### config.mk
export PLATFORM = sky130hd
export DESIGN_NAME = vec_div_seq
export DESIGN_NICKNAME = d
export VERILOG_FILES = /design/src/rtl/basic_math_pkg.sv /design/src/rtl/vec_div_seq_udiv_step.sv /design/src/rtl/vec_div_seq.sv
export SDC_FILE = /design/constraint.sdc
export NUM_CORES = 1
export LEC_CHECK = 0
export BUFFER_PORTS_ARGS = -buffer_cell sky130_fd_sc_hd__buf_2
export CAP_MARGIN = 10
export CORE_MARGIN = 5
export CORE_UTILIZATION = 55
export DETAILED_ROUTE_END_ITERATION = 12
export PLACE_DENSITY = 0.84
export SETUP_SLACK_MARGIN = 0.5
export SLEW_MARGIN = 20
export SYNTH_ARGS = -nofsm -noshare
export SYNTH_HDL_FRONTEND = slang
export SYNTH_HIERARCHICAL = 1
export SYNTH_SLANG_ARGS = --single-unit
### constraint.sdc
create_clock -name clk -period 6.02 [get_ports clk]
set_input_delay 1.204 -clock clk [delete_from_list [all_inputs] [get_ports clk]]
set_output_delay 1.204 -clock clk [all_outputs]
set_load 0.02 [all_outputs]
### src/rtl/basic_math_pkg.sv
// Shared fixed-point math types for the ray pipeline: Q format default,
// 3-vector type, int limits, divider FSM states and a 33-bit magnitude helper.
package basic_math_pkg;

    localparam int Q_BITS_DEF = 10;

    typedef int vec3_t [2:0];

    localparam logic [31:0] INT_MAX = 32'h7FFF_FFFF;
    localparam logic [31:0] INT_MIN = 32'h8000_0000;

    typedef enum logic [2:0] {
        S_IDLE = 3'd0,
        S_LOAD = 3'd1,
        S_DIV  = 3'd2,
        S_FIX  = 3'd3,
        S_DONE = 3'd4
    } div_state_t;

    // 33 bits so that -2^31 has a representable magnitude
    function automatic logic [32:0] abs33(input logic [31:0] v);
        logic [32:0] r;
        if (v[31]) begin
            r = 33'd0 - {1'b1, v};
        end else begin
            r = {1'b0, v};
        end
        return r;
    endfunction

endpackage

### src/rtl/vec_div_seq_udiv_step.sv
// One restoring-division step: shift the next dividend bit into the partial
// remainder and subtract the divisor when it fits.
module udiv_step
    import basic_math_pkg::*;
(
    input  logic [32:0] rem_i,
    input  logic [32:0] div_i,
    input  logic        bit_i,
    output logic [32:0] rem_o,
    output logic        q_o
);

    logic [33:0] shifted_s;

    assign shifted_s = {rem_i, bit_i};

    // Remainder stays below the divisor, so the 33-bit result never overflows
    always_comb begin
        rem_o = shifted_s[32:0];
        q_o   = 1'b0;
        if (shifted_s >= {1'b0, div_i}) begin
            rem_o = shifted_s[32:0] - div_i;
            q_o   = 1'b1;
        end else begin
            rem_o = shifted_s[32:0];
            q_o   = 1'b0;
        end
    end

endmodule

### src/rtl/vec_div_seq.sv
// Serial fixed-point vector divide: out[i] = (x[i] << Q_BITS) / d, components
// 0..2 through one shared restoring divider, valid/ready on both sides.
module vec_div_seq
    import basic_math_pkg::*;
#(
    parameter int Q_BITS = Q_BITS_DEF
) (
    input  logic        clk,
    input  logic        rst,
    input  logic        in_valid,
    output logic        in_ready,
    input  vec3_t       x,
    input  logic [31:0] d,
    output logic        out_valid,
    input  logic        out_ready,
    output vec3_t       out,
    output logic        dbz,
    output logic [2:0]  sat
);

    localparam int DW = 32 + Q_BITS;
    localparam int CW = $clog2(DW);
    localparam logic [DW-1:0] POS_LIMIT = DW'(INT_MAX);
    localparam logic [DW-1:0] NEG_LIMIT = DW'(INT_MIN);

    div_state_t      state_q;
    logic [1:0]      comp_q;
    vec3_t           x_q;
    logic            d_neg_q;
    logic [32:0]     dabs_q;
    logic [32:0]     rem_q;
    logic [DW-1:0]   dq_q;
    logic [CW-1:0]   cnt_q;
    logic            neg_q;
    vec3_t           out_q;
    logic            out_valid_q;
    logic            dbz_q;
    logic [2:0]      sat_q;

    logic [32:0]     xabs_d;
    logic [DW-1:0]   dividend_d;
    logic [32:0]     rem_d;
    logic            qbit_d;
    logic [31:0]     res_d;
    logic            sat_bit_d;

    assign in_ready  = (state_q == S_IDLE) && !rst;
    assign out_valid = out_valid_q;
    assign out       = out_q;
    assign dbz       = dbz_q;
    assign sat       = sat_q;

    assign xabs_d     = abs33(x_q[comp_q]);
    assign dividend_d = DW'(xabs_d) << Q_BITS;

    // dq_q holds the dividend in its upper bits and collects quotient bits at the bottom
    udiv_step u_step (
        .rem_i (rem_q),
        .div_i (dabs_q),
        .bit_i (dq_q[DW-1]),
        .rem_o (rem_d),
        .q_o   (qbit_d)
    );

    // Sign, divide-by-zero and saturation handling for the finished component
    always_comb begin
        res_d     = 32'h0000_0000;
        sat_bit_d = 1'b0;
        if (dabs_q == 33'd0) begin
            if (x_q[comp_q] == 32'sd0) begin
                res_d     = 32'h0000_0000;
                sat_bit_d = 1'b0;
            end else if (x_q[comp_q] < 32'sd0) begin
                res_d     = INT_MIN;
                sat_bit_d = 1'b1;
            end else begin
                res_d     = INT_MAX;
                sat_bit_d = 1'b1;
            end
        end else if (neg_q) begin
            if (dq_q > NEG_LIMIT) begin
                res_d     = INT_MIN;
                sat_bit_d = 1'b1;
            end else begin
                res_d     = 32'h0000_0000 - dq_q[31:0];
                sat_bit_d = 1'b0;
            end
        end else begin
            if (dq_q > POS_LIMIT) begin
                res_d     = INT_MAX;
                sat_bit_d = 1'b1;
            end else begin
                res_d     = dq_q[31:0];
                sat_bit_d = 1'b0;
            end
        end
    end

    // Control FSM with registered result, flags and handshake
    always_ff @(posedge clk) begin
        if (rst) begin
            state_q     <= S_IDLE;
            comp_q      <= 2'd0;
            x_q         <= '{default: 32'sd0};
            d_neg_q     <= 1'b0;
            dabs_q      <= 33'd0;
            rem_q       <= 33'd0;
            dq_q        <= '0;
            cnt_q       <= '0;
            neg_q       <= 1'b0;
            out_q       <= '{default: 32'sd0};
            out_valid_q <= 1'b0;
            dbz_q       <= 1'b0;
            sat_q       <= 3'b000;
        end else begin
            case (state_q)
                S_IDLE: begin
                    if (in_valid) begin
                        x_q     <= x;
                        d_neg_q <= d[31];
                        dabs_q  <= abs33(d);
                        comp_q  <= 2'd0;
                        out_q   <= '{default: 32'sd0};
                        dbz_q   <= 1'b0;
                        sat_q   <= 3'b000;
                        state_q <= S_LOAD;
                    end
                end
                S_LOAD: begin
                    rem_q   <= 33'd0;
                    dq_q    <= dividend_d;
                    cnt_q   <= CW'(DW - 1);
                    neg_q   <= x_q[comp_q][31] ^ d_neg_q;
                    state_q <= S_DIV;
                end
                S_DIV: begin
                    rem_q <= rem_d;
                    dq_q  <= {dq_q[DW-2:0], qbit_d};
                    if (cnt_q == '0) begin
                        state_q <= S_FIX;
                    end else begin
                        cnt_q <= cnt_q - CW'(1);
                    end
                end
                S_FIX: begin
                    out_q[comp_q] <= res_d;
                    sat_q[comp_q] <= sat_bit_d;
                    if (dabs_q == 33'd0) begin
                        dbz_q <= 1'b1;
                    end
                    if (comp_q == 2'd2) begin
                        out_valid_q <= 1'b1;
                        state_q     <= S_DONE;
                    end else begin
                        comp_q  <= comp_q + 2'd1;
                        state_q <= S_LOAD;
                    end
                end
                S_DONE: begin
                    if (out_ready) begin
                        out_valid_q <= 1'b0;
                        state_q     <= S_IDLE;
                    end
                end
                default: begin
                    out_valid_q <= 1'b0;
                    state_q     <= S_IDLE;
                end
            endcase
        end
    end

endmodule

==> run metrics <==
Crit Path Max Fanout=22; ratio of cells with drive above 1 in the final layout=0.161; Storage cell area=0.00637 sq mm; status=completed; Detailed Routing Iterations Pass 1=6; vias per std cell=6.12; Site Rows=63; CTS Sinks=318; RSZ-0062 raised after global routing=false; final setup fails=0; fin nets=2371; Worst setup EP type=register; Post-synth EDFFs=0; clock skew=0.0328 ns; WS Path Type=register to register; Most used DFF post-synth=dfxtp_1; critical path buffer and inverter count=2; Worst-Margin Slew=1.07 ns; peak per-stage delay on the critical path=0.77 ns; Synthesis Warnings=6; endpoints failing hold=0; maximum root-to-sink buffer count=3; hpwl dp=33400 microns; Post-Syn Area=0.0166 sq mm; Most Frequent Cell on Critical Path=buf_4; clock power share=0.367; Post-CTS Setup Inserts=0; sequential share of the synthesized area=0.382; post-route ant nets=0; H-tree depth=2; CTS resizes=0; worst setup margin=1.59 ns; CTS tree=yes; Iter 0 DRT Violations=1454; HP Class=register to register; Net Count, Synth=2240; Post-synth ARST share=0; first-pass GRT wire length=75700 microns; switch share=0.319; GPL Wtd Cong=0.953; die area=0.0339 sq mm; final slew viol count=0; largest net degree at the start of global routing=103; num ports=234; delay-heaviest family, CP=simple AND/OR/NAND/NOR gates; DRC Markers=0; worst slack, placed=1.70 ns; Clock Latency Late Sink=0.51 ns; Relative slew margins=0.288; vias in the first global route=14659; library cells used by synthesis=98; Mapped Cells=2066; CP required=6.41 ns; Root Driver=clkbuf_16; synthesized area per cell=8.06 sq um; core area=0.0298 sq mm; Worst EP arrival=4.82 ns; Die X=184 microns; area growth from synthesis to layout=14.3%; achievable frequency=0.226 GHz; Num CTS Buffers=34; Filler cells=2498; Peak VDD IR=201 uV; Chip Height=184 microns; All-Layer GR Usage=0.264; combinational share of power=0.239; port bufs=233; via count=15983; Final Cycle Share=0.736; Synth Register Bits=318; total grt overflow=0; Reg power frac=0.394; initial core utilization=0.559; Final Critical Period=4.43 ns; setup TNS=0 ns; cts hold-fix bufs=0; PD cells=308 mW/mm^2; CP Cell Sequence=buf_4, mux2_1, a22oi_1, nor4b_2, nand4_1, nor4_4, nor3_2, buf_4, a22o_1; final wirelength=47100 microns; average wire per standard cell=18.0 microns; Switch Pwr=1.87 mW; total internal power=3.99 mW; initial antenna violation count=3; area of the multi-input gates=0.00949 sq mm; CP max stage cell=nor4_4; CP startpoint kind=register; clock slew at reported path FFs=0.06 ns; Leak Pwr=7.69 nW; max cap viols=0
-- cell families after synthesis --
group           after synthesis  share of synthesized area
xor+xnor                     78                     0.0410
flops                       318                      0.382
compound gates              662                      0.270
buf+inv                     212                     0.0525
fa+ha+maj                    42                     0.0320
simple gates                716                      0.199
mux                          38                     0.0234
-- registers in the layout, indices dropped and copies added (netlist names) --
name / cells
out_valid: 1
dabs_q: 33
x_q: 96
rem_q: 33
cnt_q: 6
dbz: 1
sat: 3
dq_q: 42
d_neg_q: 1
out: 96
state_q: 3
comp_q: 2
neg_q: 1
-- synth_stat cells (all sizes together) (27+ instances only) --
library cell  count  area [sq um]
a211oi           30           230
a21oi           197           993
a22o             67           587
a22oi            71           533
buf              36           211
clkbuf          121           457
dfxtp           318          6370
ha               41           513
inv              55           206
mux2i            33           330
nand2           349          1310
nor2            140           526
nor3             49           267
nor4             34           228
o21ai           113           588
xnor2            27           236
xor2             51           447
-- power groups by stage --
stage,clock network [mW],logic (mW),registers [mW]
4_1_cts,2.18,1.38,2.30
5_1_grt,2.26,1.53,2.32
2_1_floorplan,0,1.01,2.31
3_3_place_gp,0,1.33,2.34
3_5_place_dp,0,1.36,2.35
6_report,2.15,1.40,2.31
-- through the flow --
| stage | util | instance area (sq um) | total power [mW] | hold WS [ns] | cells |
|---|---|---|---|---|---|
| after CTS | 0.638 | 19000 | 5.86 | 0.452 | 2610 |
| final | 0.639 | 19000 | 5.86 | 0.451 | 2612 |
| after global placement | 0.599 | 17900 | 3.67 | 0.430 | 2551 |
| after global routing | 0.639 | 19000 | 6.11 | 0.470 | 2612 |
| after floorplan | - | 16600 | 3.32 | 0.432 | 2066 |
| after detailed placement | 0.599 | 17900 | 3.71 | 0.440 | 2551 |
-- cell type report --
class | count | area share
multi-input combinational | 1536 | 0.499
antenna | 2 | 0.000263
inverter | 55 | 0.0108
sequential | 318 | 0.335
clock inverter | 11 | 0.00933
clock buffer | 48 | 0.0517
tap | 390 | 0.0256
timing repair buffer | 252 | 0.0691
-- worst paths after layout --
kind	startpoint	endpoint	slack (ns)	cells after the start
hold reg to reg	out[27]$_SDFFE_PP0P_	out[27]$_SDFFE_PP0P_	0.45	2
hold / removal	out[27]$_SDFFE_PP0P_	out[27]$_SDFFE_PP0P_	0.45	2
setup reg to reg	comp_q[1]$_SDFFE_PP0P_	out[77]$_SDFFE_PP0P_	1.59	9
setup / recovery	comp_q[1]$_SDFFE_PP0P_	out[77]$_SDFFE_PP0P_	1.59	9
-- layer usage --
layer / global-route usage / part of all wire
met5: 0 / 0.00019
met4: 0.0568 / 0.015
met3: 0.0372 / 0.084
met2: 0.406 / 0.44
met1: 0.394 / 0.46
-- layout by cell type, fill, tap and decap left out, types with 33 or more instances in the layout --
| master | netlist | layout |
|---|---|---|
| dfxtp_1 | 318 | 316 |
| o21ai_0 | 68 | 68 |
| nor2_1 | 140 | 139 |
| mux2i_1 | 33 | 33 |
| inv_1 | 55 | 55 |
| buf_2 | 19 | 232 |
| nor3_1 | 46 | 43 |
| xor2_1 | 51 | 51 |
| a22o_1 | 67 | 67 |
| ha_1 | 41 | 41 |
| a21oi_1 | 195 | 191 |
| nand2_1 | 349 | 348 |
| o21ai_1 | 41 | 41 |
| clkbuf_16 | 0 | 34 |
| a22oi_1 | 71 | 71 |
-- worst reg2reg max path: stages (launching register included) --
cell and delay, ns:
dfxtp_2 0.71, buf_4 0.41, mux2_1 0.36, a22oi_1 0.33, nor4b_2 0.54, nand4_1 0.61, nor4_4 0.77, nor3_2 0.11
buf_4 0.24, a22o_1 0.23
Power figures use the tool's default switching activity.
